<file path="src/rtl/io_monitor_pkg.sv">
// Shared defaults and the captured-entry layout for the IO monitor.
package io_monitor_pkg;

   localparam int DEF_DATA_W = 8;
   localparam int DEF_ADDR_W = 16;
   localparam int DEF_SEL_W  = 4;
   localparam int DEF_DEPTH  = 16;
   localparam int DEF_CNT_W  = 32;

   localparam logic [DEF_ADDR_W-1:0] DEF_HALT_ADDR = '1;

   typedef struct packed {
      logic [DEF_SEL_W-1:0]  sel;
      logic [DEF_DATA_W-1:0] data;
   } entry_t;

endpackage

</file>
<file path="src/rtl/io_monitor_fifo.sv">
// Synchronous show-ahead FIFO: the head entry is visible on rd_data_o
// without a read strobe. Storage has no reset; only the pointers do.
module io_monitor_fifo #(
   parameter int WIDTH = 12,
   parameter int DEPTH = 16
) (
   input  logic             clk,
   input  logic             rst,
   input  logic             clear_i,
   input  logic             push_i,
   input  logic [WIDTH-1:0] wr_data_i,
   input  logic             pop_i,
   output logic [WIDTH-1:0] rd_data_o,
   output logic             empty_o,
   output logic             full_o
);

   localparam int AW = $clog2(DEPTH);
   localparam int PW = AW + 1;

   logic [WIDTH-1:0] mem_q [DEPTH];
   logic [PW-1:0]    wr_ptr_q, wr_ptr_d;
   logic [PW-1:0]    rd_ptr_q, rd_ptr_d;
   logic             do_push, do_pop;

   assign empty_o = (wr_ptr_q == rd_ptr_q);
   assign full_o  = (wr_ptr_q[AW] != rd_ptr_q[AW]) &&
                    (wr_ptr_q[AW-1:0] == rd_ptr_q[AW-1:0]);

   // A push into a full FIFO is only accepted when a pop frees the slot.
   assign do_pop  = pop_i && !empty_o;
   assign do_push = push_i && (!full_o || do_pop);

   always_comb begin
      wr_ptr_d = wr_ptr_q;
      rd_ptr_d = rd_ptr_q;
      if (clear_i) begin
         wr_ptr_d = '0;
         rd_ptr_d = '0;
      end else begin
         if (do_push) wr_ptr_d = wr_ptr_q + PW'(1);
         if (do_pop)  rd_ptr_d = rd_ptr_q + PW'(1);
      end
   end

   always_ff @(posedge clk or negedge rst) begin
      if (!rst) begin
         wr_ptr_q <= '0;
         rd_ptr_q <= '0;
      end else begin
         wr_ptr_q <= wr_ptr_d;
         rd_ptr_q <= rd_ptr_d;
      end
   end

   always_ff @(posedge clk) begin
      if (do_push && !clear_i) mem_q[wr_ptr_q[AW-1:0]] <= wr_data_i;
   end

   assign rd_data_o = mem_q[rd_ptr_q[AW-1:0]];

endmodule

</file>
<file path="src/rtl/io_monitor.sv">
// Captures CPU IO strobes into a FIFO until the program halts.
// Optional watchdog enabled by defining IO_MONITOR_TIMEOUT_EN.
module io_monitor
   import io_monitor_pkg::*;
#(
   parameter int                DATA_W    = DEF_DATA_W,
   parameter int                ADDR_W    = DEF_ADDR_W,
   parameter int                SEL_W     = DEF_SEL_W,
   parameter int                DEPTH     = DEF_DEPTH,
   parameter logic [ADDR_W-1:0] HALT_ADDR = '1,
   parameter int                CNT_W     = DEF_CNT_W,
   parameter int                TIMEOUT   = 100000
) (
   input  logic                    clk,
   input  logic                    rst,
   input  logic                    clear,
   input  logic [ADDR_W-1:0]       rom_address,
   input  logic [SEL_W-1:0]        io_sel,
   input  logic [DATA_W-1:0]       io_data,
   input  logic                    io_output,
   input  logic [(2**SEL_W)-1:0]   ch_mask,
   input  logic                    rd_en,
   output logic [SEL_W+DATA_W-1:0] rd_data,
   output logic                    empty,
   output logic                    full,
   output logic                    overflow,
   output logic [7:0]              drop_count,
   output logic                    halted,
   output logic                    timeout,
   output logic [CNT_W-1:0]        cycle_count
);

   logic             io_q, io_d;
   logic             prime_q;
   logic             overflow_q, overflow_d;
   logic [7:0]       drop_count_q, drop_count_d;
   logic             halted_q, halted_d;
   logic [CNT_W-1:0] cycle_count_q, cycle_count_d;
   logic             timeout_w;
   logic             capture, drop, fifo_full, fifo_empty;

   // prime_q suppresses a capture on the first edge after reset, so a
   // strobe already high at release is not mistaken for a rising edge.
   assign capture = io_output && !io_q && prime_q && ch_mask[io_sel] &&
                    !halted_q && !timeout_w && !clear;
   assign drop    = capture && fifo_full && !rd_en;

   io_monitor_fifo #(
      .WIDTH (SEL_W + DATA_W),
      .DEPTH (DEPTH)
   ) u_fifo (
      .clk       (clk),
      .rst       (rst),
      .clear_i   (clear),
      .push_i    (capture),
      .wr_data_i ({io_sel, io_data}),
      .pop_i     (rd_en && !clear),
      .rd_data_o (rd_data),
      .empty_o   (fifo_empty),
      .full_o    (fifo_full)
   );

   always_comb begin
      io_d          = io_output;
      overflow_d    = overflow_q | drop;
      drop_count_d  = drop_count_q;
      halted_d      = halted_q | (rom_address == HALT_ADDR);
      cycle_count_d = cycle_count_q;
      if (drop && drop_count_q != 8'hFF) drop_count_d = drop_count_q + 8'd1;
      if (!halted_q && !timeout_w && cycle_count_q != {CNT_W{1'b1}})
         cycle_count_d = cycle_count_q + CNT_W'(1);
      if (clear) begin
         io_d          = 1'b0;
         overflow_d    = 1'b0;
         drop_count_d  = '0;
         halted_d      = 1'b0;
         cycle_count_d = '0;
      end
   end

   always_ff @(posedge clk or negedge rst) begin
      if (!rst) begin
         io_q          <= 1'b0;
         prime_q       <= 1'b0;
         overflow_q    <= 1'b0;
         drop_count_q  <= '0;
         halted_q      <= 1'b0;
         cycle_count_q <= '0;
      end else begin
         io_q          <= io_d;
         prime_q       <= 1'b1;
         overflow_q    <= overflow_d;
         drop_count_q  <= drop_count_d;
         halted_q      <= halted_d;
         cycle_count_q <= cycle_count_d;
      end
   end

`ifdef IO_MONITOR_TIMEOUT_EN
   logic timeout_q, timeout_d;

   // Compare against the next count so the flag and the final count
   // TIMEOUT-1 appear on the same edge.
   always_comb begin
      timeout_d = timeout_q |
                  (!halted_q && cycle_count_d == CNT_W'(TIMEOUT - 1));
      if (clear) timeout_d = 1'b0;
   end

   always_ff @(posedge clk or negedge rst) begin
      if (!rst) timeout_q <= 1'b0;
      else      timeout_q <= timeout_d;
   end

   assign timeout_w = timeout_q;
`else
   assign timeout_w = 1'b0;
`endif

   assign empty       = fifo_empty;
   assign full        = fifo_full;
   assign overflow    = overflow_q;
   assign drop_count  = drop_count_q;
   assign halted      = halted_q;
   assign timeout     = timeout_w;
   assign cycle_count = cycle_count_q;

endmodule

</file>
<file path="config.mk">
export PLATFORM = sky130hd
export DESIGN_NAME = io_monitor
export DESIGN_NICKNAME = d
export VERILOG_FILES = /design/src/rtl/io_monitor_pkg.sv /design/src/rtl/io_monitor_fifo.sv /design/src/rtl/io_monitor.sv
export SDC_FILE = /design/constraint.sdc
export NUM_CORES = 1
export LEC_CHECK = 0
export BUFFER_PORTS_ARGS = -buffer_cell sky130_fd_sc_hd__buf_2
export CORE_MARGIN = 5
export CORE_UTILIZATION = 63
export DETAILED_ROUTE_END_ITERATION = 10
export PLACE_DENSITY = 0.88
export SETUP_SLACK_MARGIN = 0.05
export SYNTH_ARGS = -nofsm -noshare
export SYNTH_HDL_FRONTEND = slang
export SYNTH_SLANG_ARGS = --single-unit
</file>
<file path="constraint.sdc">
create_clock -name clk -period 7.13 [get_ports clk]
set_input_delay 0.713 -clock clk [delete_from_list [all_inputs] [get_ports clk]]
set_output_delay 0.713 -clock clk [all_outputs]
set_load 0.01 [all_outputs]
</file>
; ---- Word-level counts from Yosys, hierarchy flattened
; Memory sizes are Yosys's and may differ from the RTL's.
; Cells that the tools add are included.
[classes]
addsub = 4
mul = 0
n_div = 0
n_lt_le_gt_ge = 1
eq_ne = 6
n_shift = 0
muxes = 15
n_bitwise = 2
n_reduce_logical = 25
[op_table]
columns = operator, count
row1 = $mux 32, 2
row2 = $add 32x1->32 const B, 1
row3 = $ne 32x32->1 const B, 1
row4 = $mux 5, 4
row5 = $eq 16x16->1 const B, 1
row6 = $mux 8, 2
row7 = $logic_and 1x1->1, 14
row8 = $add 5x1->5 const B, 2
row9 = $add 8x1->8 const B, 1
row10 = $ne 8x8->1 const B, 1
row11 = $reduce_bool 2->1, 4
row12 = $logic_not 1->1, 6
row13 = $mux 1, 6
row14 = $eq 5x5->1, 1
row15 = $lt 4x5->1 const B, 1
row16 = $bmux 1 s4, 1
row17 = $eq 4x4->1, 1
row18 = $or 1x1->1, 2
row19 = $logic_or 1x1->1, 1
row20 = $ne 1x1->1, 1
[totals]
reg_bits = 54
latch_bits = 0
mem_bits_rw = 192
romBits = 0
input_bits = 49
out_inout_bits = 57
wordCells = 62
mem_count = 1
[mem_list]
columns = name, words, word_bits, rd, rd_ports_with_merged_regs, wr, line_no
row1 = u_fifo.mem_q, 16, 12, 1, 0, 1, io_monitor_fifo.sv:21  ; logic [WIDTH-1:0] mem_q [DEPTH];

; ---- Logic depth before layout (Yosys ltp)
; Gate-level depths: netlist of the first run.
[logic_depth]
word_depth = 11
mapped_depth = 8
mapped_depth_nobuf = 7

; ---- Cells and area by module
; A second synthesis of the first run with hierarchy kept.
[unflattened]
hier_cells = 633
area_unflattened_um2 = 10515.1
[by_module_without_submodules]
columns = mod, n_inst, cells_per_inst, area_each_um2, seq_area_each_um2
row1 = io_monitor_fifo, 1, 357, 7951.4, 6015.8
row2 = io_monitor, 1, 276, 2563.7, 1101.1

; ---- Worst setup path after synthesis of the first run
; No wires, ideal clock.
[synth_timing]
kind = input port to flip-flop
start = input port io_sel[2]
end = memory u_fifo.mem_q[3][0] (enable)
setup_time_ns = 0.396
arrival_ns = 2.790
t_required_ns = 6.734
slack_ns = 3.944
cell_stages = 8
path_buffers = 2
path_cell_list = buf_6 -> and2b_2 -> a22oi_1 -> nand4_1 -> a22oi_1 -> clkbuf_1 -> nand2_1 -> nor3_1
[synth_via]
elab_chain_cells = 9
[synth_rtl]
columns = element, line_no
row1 = start: declaration, io_monitor.sv:18  ; input logic [SEL_W-1:0] io_sel,
row2 = $bmux 1 s4, io_monitor.sv:44  ; assign capture = io_output && !io_q && prime_q && ch_mask[io_sel] &&
row3 = $mux 1 (not written as such), io_monitor.sv:44
row4 = $logic_and 1x1->1 (2 in a row), io_monitor.sv:44
row5 = $logic_and 1x1->1, io_monitor.sv:45  ; !halted_q && !timeout_w && !clear;
row6 = $logic_and 1x1->1, io_monitor_fifo.sv:32  ; assign do_push = push_i && (!full_o || do_pop);
row7 = $logic_and 1x1->1, io_monitor_fifo.sv:57  ; if (do_push && !clear_i) mem_q[wr_ptr_q[AW-1:0]] <= wr_data_i;
row8 = $mux 1, io_monitor_fifo.sv:57
row9 = $mux 1 (not written as such), io_monitor_fifo.sv:57
row10 = end: declaration, io_monitor_fifo.sv:21
; Every way passes these cells. The select of a mux whose other input is x is not followed.

; ---- Worst setup path in the final report of the first run
[layout_timing]
start = register u_fifo.rd_ptr_q[2]
end = memory u_fifo.mem_q[3][6] (enable)
[layout_via]
elab_chain_cells = 8
word_cells_on_any_way = 11
classes_between = eq/ne (2) / mux (2) / reduce/logical (7)
[layout_rtl]
columns = element, line_no
row1 = start: declaration, io_monitor_fifo.sv:23  ; logic [PW-1:0] rd_ptr_q, rd_ptr_d;
row2 = start signal: assignment, io_monitor_fifo.sv:52  ; rd_ptr_q <= rd_ptr_d;
row3 = $eq 5x5->1 or $eq 4x4->1 (tied branches), "io_monitor_fifo.sv:26, io_monitor_fifo.sv:28"
row4 = $logic_not 1->1 or $logic_and 1x1->1 (tied branches), "io_monitor_fifo.sv:31, io_monitor_fifo.sv:27"
row5 = $logic_and 1x1->1 or $logic_not 1->1 (tied branches), "io_monitor_fifo.sv:31, io_monitor_fifo.sv:32"
row6 = $logic_or 1x1->1 (*), io_monitor_fifo.sv:32
row7 = $logic_and 1x1->1 (*), io_monitor_fifo.sv:32
row8 = $logic_and 1x1->1 (*), io_monitor_fifo.sv:57
row9 = $mux 1 (*), io_monitor_fifo.sv:57
row10 = $mux 1 (not written as such) (*), io_monitor_fifo.sv:57
; Every way passes the cells marked *; elsewhere a longest branch is shown, timed or not.

==> run summary, run 1 <==
ys flop type -> edfxtp_1
Max IR drop VDD -> 0.187 mV
initial antenna violation count -> 0
total global-route track usage -> 0.247
Final Cell Area -> 11900 µm²
critical path's slowest cell -> dfrtp_1
Post-Synth XOR/XNOR Area -> 0.0318
DRC -> 0
outcome -> complete, no violations
worst-margin pin slew -> 1200 ps
post-synthesis compound-gate area fraction -> 0.0250
diode count -> 0
GPL Wtd Cong -> 0.894
Leak -> 4.31 nW
fin cells -> 962
Max-Cap Viols -> 0
RSZ-0062 raised after global routing -> false
cells after synthesis -> 623
CP Capture Type -> register
DP HPWL -> 14300 µm
Finished Core Util -> 0.728
hold buffers post-CTS -> 0
total CTS buffers -> 24
Max-slew headroom -> 0.202
max incr delay on CP -> 1090 ps
Die Ht -> 139 µm
EDFF count, synth -> 192
Seq/Total Area, Yosys -> 0.681
clock sinks -> 246
grt ovf -> 0
layout overhead on the synthesized area -> 14.3%
startpoint types -> register
Ports -> 106
largest family of logic cells by synthesized area -> multiplexers
mux cell area share after synthesis -> 0.143
Post-Route WL -> 23600 µm
global-route wire length before repair -> 37000 µm
placed cell areas -> 11100 µm²
CP max FO -> 21
Reg2Reg Capture Point -> u_fifo.mem_q[3][6]
Reg clk slew, reported paths -> 70 ps
vias in the first global route -> 6397
number of buffers and inverters on the critical path -> 0
Worst Skew -> 13.3 ps
CTS tree -> done
adder-cell share of the synthesized area -> 0.00838
Pins Over Slew Limit -> 0
Hold Crit Class -> input port to async pin
Synth Net Count -> 679
fillers -> 959
port buffer count -> 104
R2R cell count -> 6
Setup TNS Final -> 0 ps
Layout Nets -> 781
Hold Vio Cnt, Final -> 0
Final setup viols -> 0
largest net degree at the start of global routing -> 55
largest delay contributor family on the critical path -> simple AND/OR/NAND/NOR gates
Post-synth ARST share -> 0.220
via count -> 6181
Max Root-Sink Buffers -> 3
Total Power -> 3.08 mW
RR Startpoint -> u_fifo.rd_ptr_q[2]
Setup CP Type -> register to register
crit-path cells -> xnor2_1 > nand4_1 > nor2_1 > a22oi_1 > nand2_1 > nor3_2
die extent in x -> 139 µm
synthesis-stage register bit count -> 246
synth unique cells -> 55
full die area -> 19300 µm²
drt wl/cell -> 24.5 µm
row cnt -> 47
ANT nets after route -> 0
core area -> 16400 µm²
Tmin final -> 3970 ps
CP arrival -> 4090 ps
Synth Warn # -> 0
final worst path period share -> 0.557
H-tree depth -> 1
worst skew pair latency -> 510 ps
power density over the cells -> 258 nW/µm²
initial drt markers -> 665
post-CTS setup buffers -> 0
worst reg-to-reg setup slack -> 3160 ps
Avg Synthesized Cell Area -> 16.8 µm²
clk root buf -> clkbuf_16
post-placement cell count -> 919
Resized Gates After CTS -> 0
DR pass1 iterations -> 6
simple-gate share of the synthesized area -> 0.0923
Worst EP required -> 7250 ps
Initial Util -> 0.637
Via density -> 6.43
area of the mapped netlist -> 10500 µm²
layout cell share with drive strength beyond 1 -> 0.294
Max Freq -> 252 MHz
through the flow:
| step | worst slack [ps] | hold WS (ps) |
|---|---|---|
| 2_1_floorplan | 3940 | 417 |
| 3_3_place_gp | 3090 | 493 |
| 3_5_place_dp | 2920 | 488 |
| 4_1_cts | 3150 | 352 |
| 5_1_grt | 2720 | 381 |
| 6_report | 3160 | 321 |
where the power goes:
group / leakage (nW) / switching (mW) / internal, mW / total [mW]
clock: 0.393 / 0.525 / 0.784 / 1.31
combinational: 1.45 / 0.109 / 0.0984 / 0.207
sequential: 2.47 / 0.00519 / 1.55 / 1.56
total: 4.31 / 0.639 / 2.44 / 3.08
flip-flops by register name (all words and copies together), names as in the netlist:
| register | count |
|---|---|
| cycle_count | 32 |
| u_fifo.rd_ptr_q | 5 |
| overflow | 1 |
| u_fifo.wr_ptr_q | 5 |
| prime_q | 1 |
| io_q | 1 |
| drop_count | 8 |
| halted | 1 |
| u_fifo.mem_q | 192 |
area by class of cell:
type,count,area [µm²],area share
multi-input combinational,337,3150,0.264
sequential,246,7120,0.596
clock buffer,28,637,0.0533
inverter,9,33.8,0.00283
timing repair buffer,107,543,0.0455
tap,220,275,0.0231
clock inverter,15,180,0.0151
how the worst max path moves through the flow:
| stage | start | to | slack, ps | cells after the start |
|---|---|---|---|---|
| finish | u_fifo.rd_ptr_q[2] | u_fifo.mem_q[3][6] | 3160 | 6 |
| global placement | clear | u_fifo.mem_q[3][1] | 3090 | 7 |
| CTS | u_fifo.rd_ptr_q[2] | u_fifo.mem_q[3][6] | 3150 | 6 |
| global route | u_fifo.rd_ptr_q[2] | u_fifo.mem_q[3][6] | 2720 | 6 |
| detailed placement | clear | u_fifo.mem_q[3][1] | 2920 | 7 |
| floorplan | io_sel[2] | u_fifo.mem_q[3][0] | 3940 | 8 |
cells in the final DEF (no fill, tap or decap), types with 6 or more instances in the layout:
cell       count
mux2i_1       12
nor2_1        51
buf_2        104
nand3_1       20
nand2_1       20
ha_1           7
a21oi_1        7
edfxtp_1     192
nor3_1         7
nor2b_1        6
dfrtp_1       52
clkbuf_16     25
inv_1          9
xor2_1        18
xnor2_1       20
and3_1        23
mux4_2        60
nand4_1       21
o21ai_0        7
kinds of logic (layout without fill, tap and decap cells):
| logic type | after synthesis | in the layout |
|---|---|---|
| other cells | 2 | 2 |
| buf+inv | 40 | 159 |
| xor+xnor | 38 | 38 |
| fa+ha+maj | 7 | 7 |
| compound gates | 36 | 36 |
| mux | 74 | 74 |
| flops | 246 | 246 |
| simple gates | 180 | 180 |
synth_stat cells, types with 9 or more instances:
cell type	number	area [µm²]
edfxtp_1	192	5770
clkbuf_1	18	67.6
xnor2_1	20	175
nor2_1	51	191
dfrtp_1	54	1350
nand3_1	20	100
xor2_1	18	158
and3_1	23	144
nand4_1	21	131
inv_1	9	33.8
mux4_2	60	1350
nand2_1	20	75.1
mux2i_1	12	120
routing by layer:
layer | vias up | track usage | share of wire
met5 | - | 0 | 0
met4 | 0 | 0.0407 | 0.016
met3 | 41 | 0.0369 | 0.070
met2 | 324 | 0.431 | 0.53
met1 | 3159 | 0.341 | 0.39
li1 | 2657 | - | -
(Power assumes the default switching activity.)
==> run 2, diff against run 1 <==
--- a/config.mk
+++ b/config.mk
@@ -7,9 +7,9 @@
 export LEC_CHECK = 0
 export BUFFER_PORTS_ARGS = -buffer_cell sky130_fd_sc_hd__buf_2
 export CORE_MARGIN = 5
-export CORE_UTILIZATION = 63
+export CORE_UTILIZATION = 53
 export DETAILED_ROUTE_END_ITERATION = 10
-export PLACE_DENSITY = 0.88
+export PLACE_DENSITY = 0.8
 export SETUP_SLACK_MARGIN = 0.05
 export SYNTH_ARGS = -nofsm -noshare
 export SYNTH_HDL_FRONTEND = slang
==> constraint.sdc (replaced) <==
create_clock -name clk -period 3.6 [get_ports clk]
set_input_delay 0.36 -clock clk [delete_from_list [all_inputs] [get_ports clk]]
set_output_delay 0.36 -clock clk [all_outputs]
set_load 0.01 [all_outputs]
==> run summary, run 2 (synthesized netlist as in run 1, its figures left out) <==
Leak -> 4.37 nW (+1.3%)
hold endpoint -> io_q
hold_ws -> 92.1 ps (-229 ps)
initial antenna violation count -> 0 (unchanged)
full die area -> 22600 µm² (+17%)
die extent in x -> 150 µm (+8.4%)
commonest non-fill, non-tap cell in the layout -> edfxtp_1
Hold Crit Class -> input port to register
vias in the first global route -> 6432 (+0.55%)
worst hold start -> io_output
Worst EP required -> 3240 ps (-4010 ps)
post-placement cell count -> 970 (+5.5%)
R2R cell count -> 7 (+1)
Pins Over Slew Limit -> 0 (unchanged)
Max-Cap Viols -> 0 (unchanged)
hold path depth -> 2
Max Root-Sink Buffers -> 3 (unchanged)
layout overhead on the synthesized area -> 15.5%
outcome -> complete, no violations
clk root buf -> clkbuf_16
startpoint types -> register
DP HPWL -> 15600 µm (+8.8%)
drt wl/cell -> 23.2 µm (-5.6%)
Reg clk slew, reported paths -> 60 ps (about the same)
final worst path period share -> 0.875
Setup TNS Final -> 0 ps (unchanged)
row cnt -> 51 (+8.5%)
GPL Wtd Cong -> 0.849 (-5.1%)
Layout Nets -> 789 (+1.0%)
CP arrival -> 2790 ps (-1300 ps)
Finished Core Util -> 0.620 (-0.108)
Initial Util -> 0.537 (-0.100)
clock sinks -> 246 (unchanged)
total CTS buffers -> 25 (+4.2%)
CP startpoint -> u_fifo.rd_ptr_q[0]
initial drt markers -> 501 (-25%)
worst-margin pin slew -> 846 ps (-351 ps)
Setup CP Type -> register to primary output
Max-slew headroom -> 0.432 (+0.230)
max FFs per register -> 192 (unchanged)
DR pass1 iterations -> 4 (-2)
layout cell share with drive strength beyond 1 -> 0.306 (+0.0121)
Max IR drop VDD -> 0.334 mV (+78%)
Final setup viols -> 0 (unchanged)
RSZ-0062 raised after global routing -> false
Final Cell Area -> 12100 µm² (+1.0%)
port buffer count -> 104 (unchanged)
largest net degree at the start of global routing -> 52 (-5.5%)
global-route wire length before repair -> 37200 µm (+0.45%)
RR Startpoint -> u_fifo.rd_ptr_q[0]
Resized Gates After CTS -> 0 (unchanged)
pre-CTS WS -> 741 ps (-2180 ps)
Post-Route WL -> 23600 µm (-0.23%)
Hold Vio Cnt, Final -> 0 (unchanged)
worst reg-to-reg setup slack -> 1040 ps (-2120 ps)
grt ovf -> 0 (unchanged)
power density over the cells -> 508 nW/µm² (+97%)
ANT nets after route -> 0 (unchanged)
worst skew pair latency -> 520 ps (about the same)
Worst Slack Setup Final -> 449 ps (-2710 ps)
Ports -> 106 (unchanged)
Die Ht -> 150 µm (+8.4%)
Worst Skew -> 8.14 ps (-5.15 ps)
diode count -> 0 (unchanged)
core area -> 19500 µm² (+19%)
CP max FO -> 36 (+71%)
Tmin final -> 3150 ps
Reg2Reg Capture Point -> u_fifo.mem_q[4][0]
DRC -> 0 (unchanged)
fin cells -> 1017 (+5.7%)
Max Freq -> 317 MHz
most frequent cells in the layout -> edfxtp_1 (192), buf_2 (104), mux4_2 (60), dfrtp_1 (52), nor2_1 (51)
CTS tree -> done
via count -> 6094 (-1.4%)
total global-route track usage -> 0.218 (-0.0287)
placed cell areas -> 11200 µm² (+0.91%)
Total Power -> 6.13 mW (+99%)
CP Capture Type -> primary output
Via density -> 5.99 (-6.7%)
H-tree depth -> 1 (unchanged)
## run 2: cell count changes in the layout (fill, tap and decap cells not counted), sizes merged
cell / previous run / this run
dlygate4sd3: 0 / 1
inv: 10 / 13
bufinv: 4 / 3
clkinvlp: 3 / 1
clkinv: 7 / 9
buf: 107 / 113
clkbuf: 28 / 29
## run 2: how the worst max path moves through the flow
stage | to | cells after the start | slack, ps
finish | rd_data[8] | 4 | 450
global route | rd_data[8] | 4 | 290
CTS | rd_data[8] | 4 | 380
detailed placement | u_fifo.mem_q[4][3] | 7 | 740
global placement | u_fifo.mem_q[15][4] | 7 | 850
floorplan | u_fifo.mem_q[3][0] | 8 | 770
## run 2: repair_timing
action,4_1_cts,5_1_grt
buffers inserted,0,0
hold endpoints to repair,34,0
hold buffers,1,0
## run 2: power breakdown
part / switching, mW / internal [mW] / leakage (nW) / total (mW)
Clock: 1.08 / 1.53 / 0.415 / 2.61
Combinational: 0.240 / 0.200 / 1.48 / 0.440
Sequential: 0.00973 / 3.08 / 2.47 / 3.09
## run 2: final cells by class
type,count,area [µm²]
inverters,9,33.8
well taps,265,332
flip-flops and latches,246,7120
fillers,1372,7400
clock buffers,29,651
repair buffers,114,598
multi-input cells,337,3150
clock inverters,17,180
## run 2: routing by layer
| layer | vias to the layer above | wire length [µm] | GRT usage |
|---|---|---|---|
| li1 | 2659 | - | - |
| met5 | - | 0 | 0 |
| met3 | 39 | 1820 | 0.0452 |
| met1 | 3126 | 9060 | 0.285 |
| met4 | 0 | 625 | 0.0650 |
| met2 | 270 | 12100 | 0.372 |
## run 2: critical path, cell delays in order, from the launching register on
cell and delay [ps]:
dfrtp_2 360, buf_4 560, mux4_2 640, mux4_2 530
buf_2 170
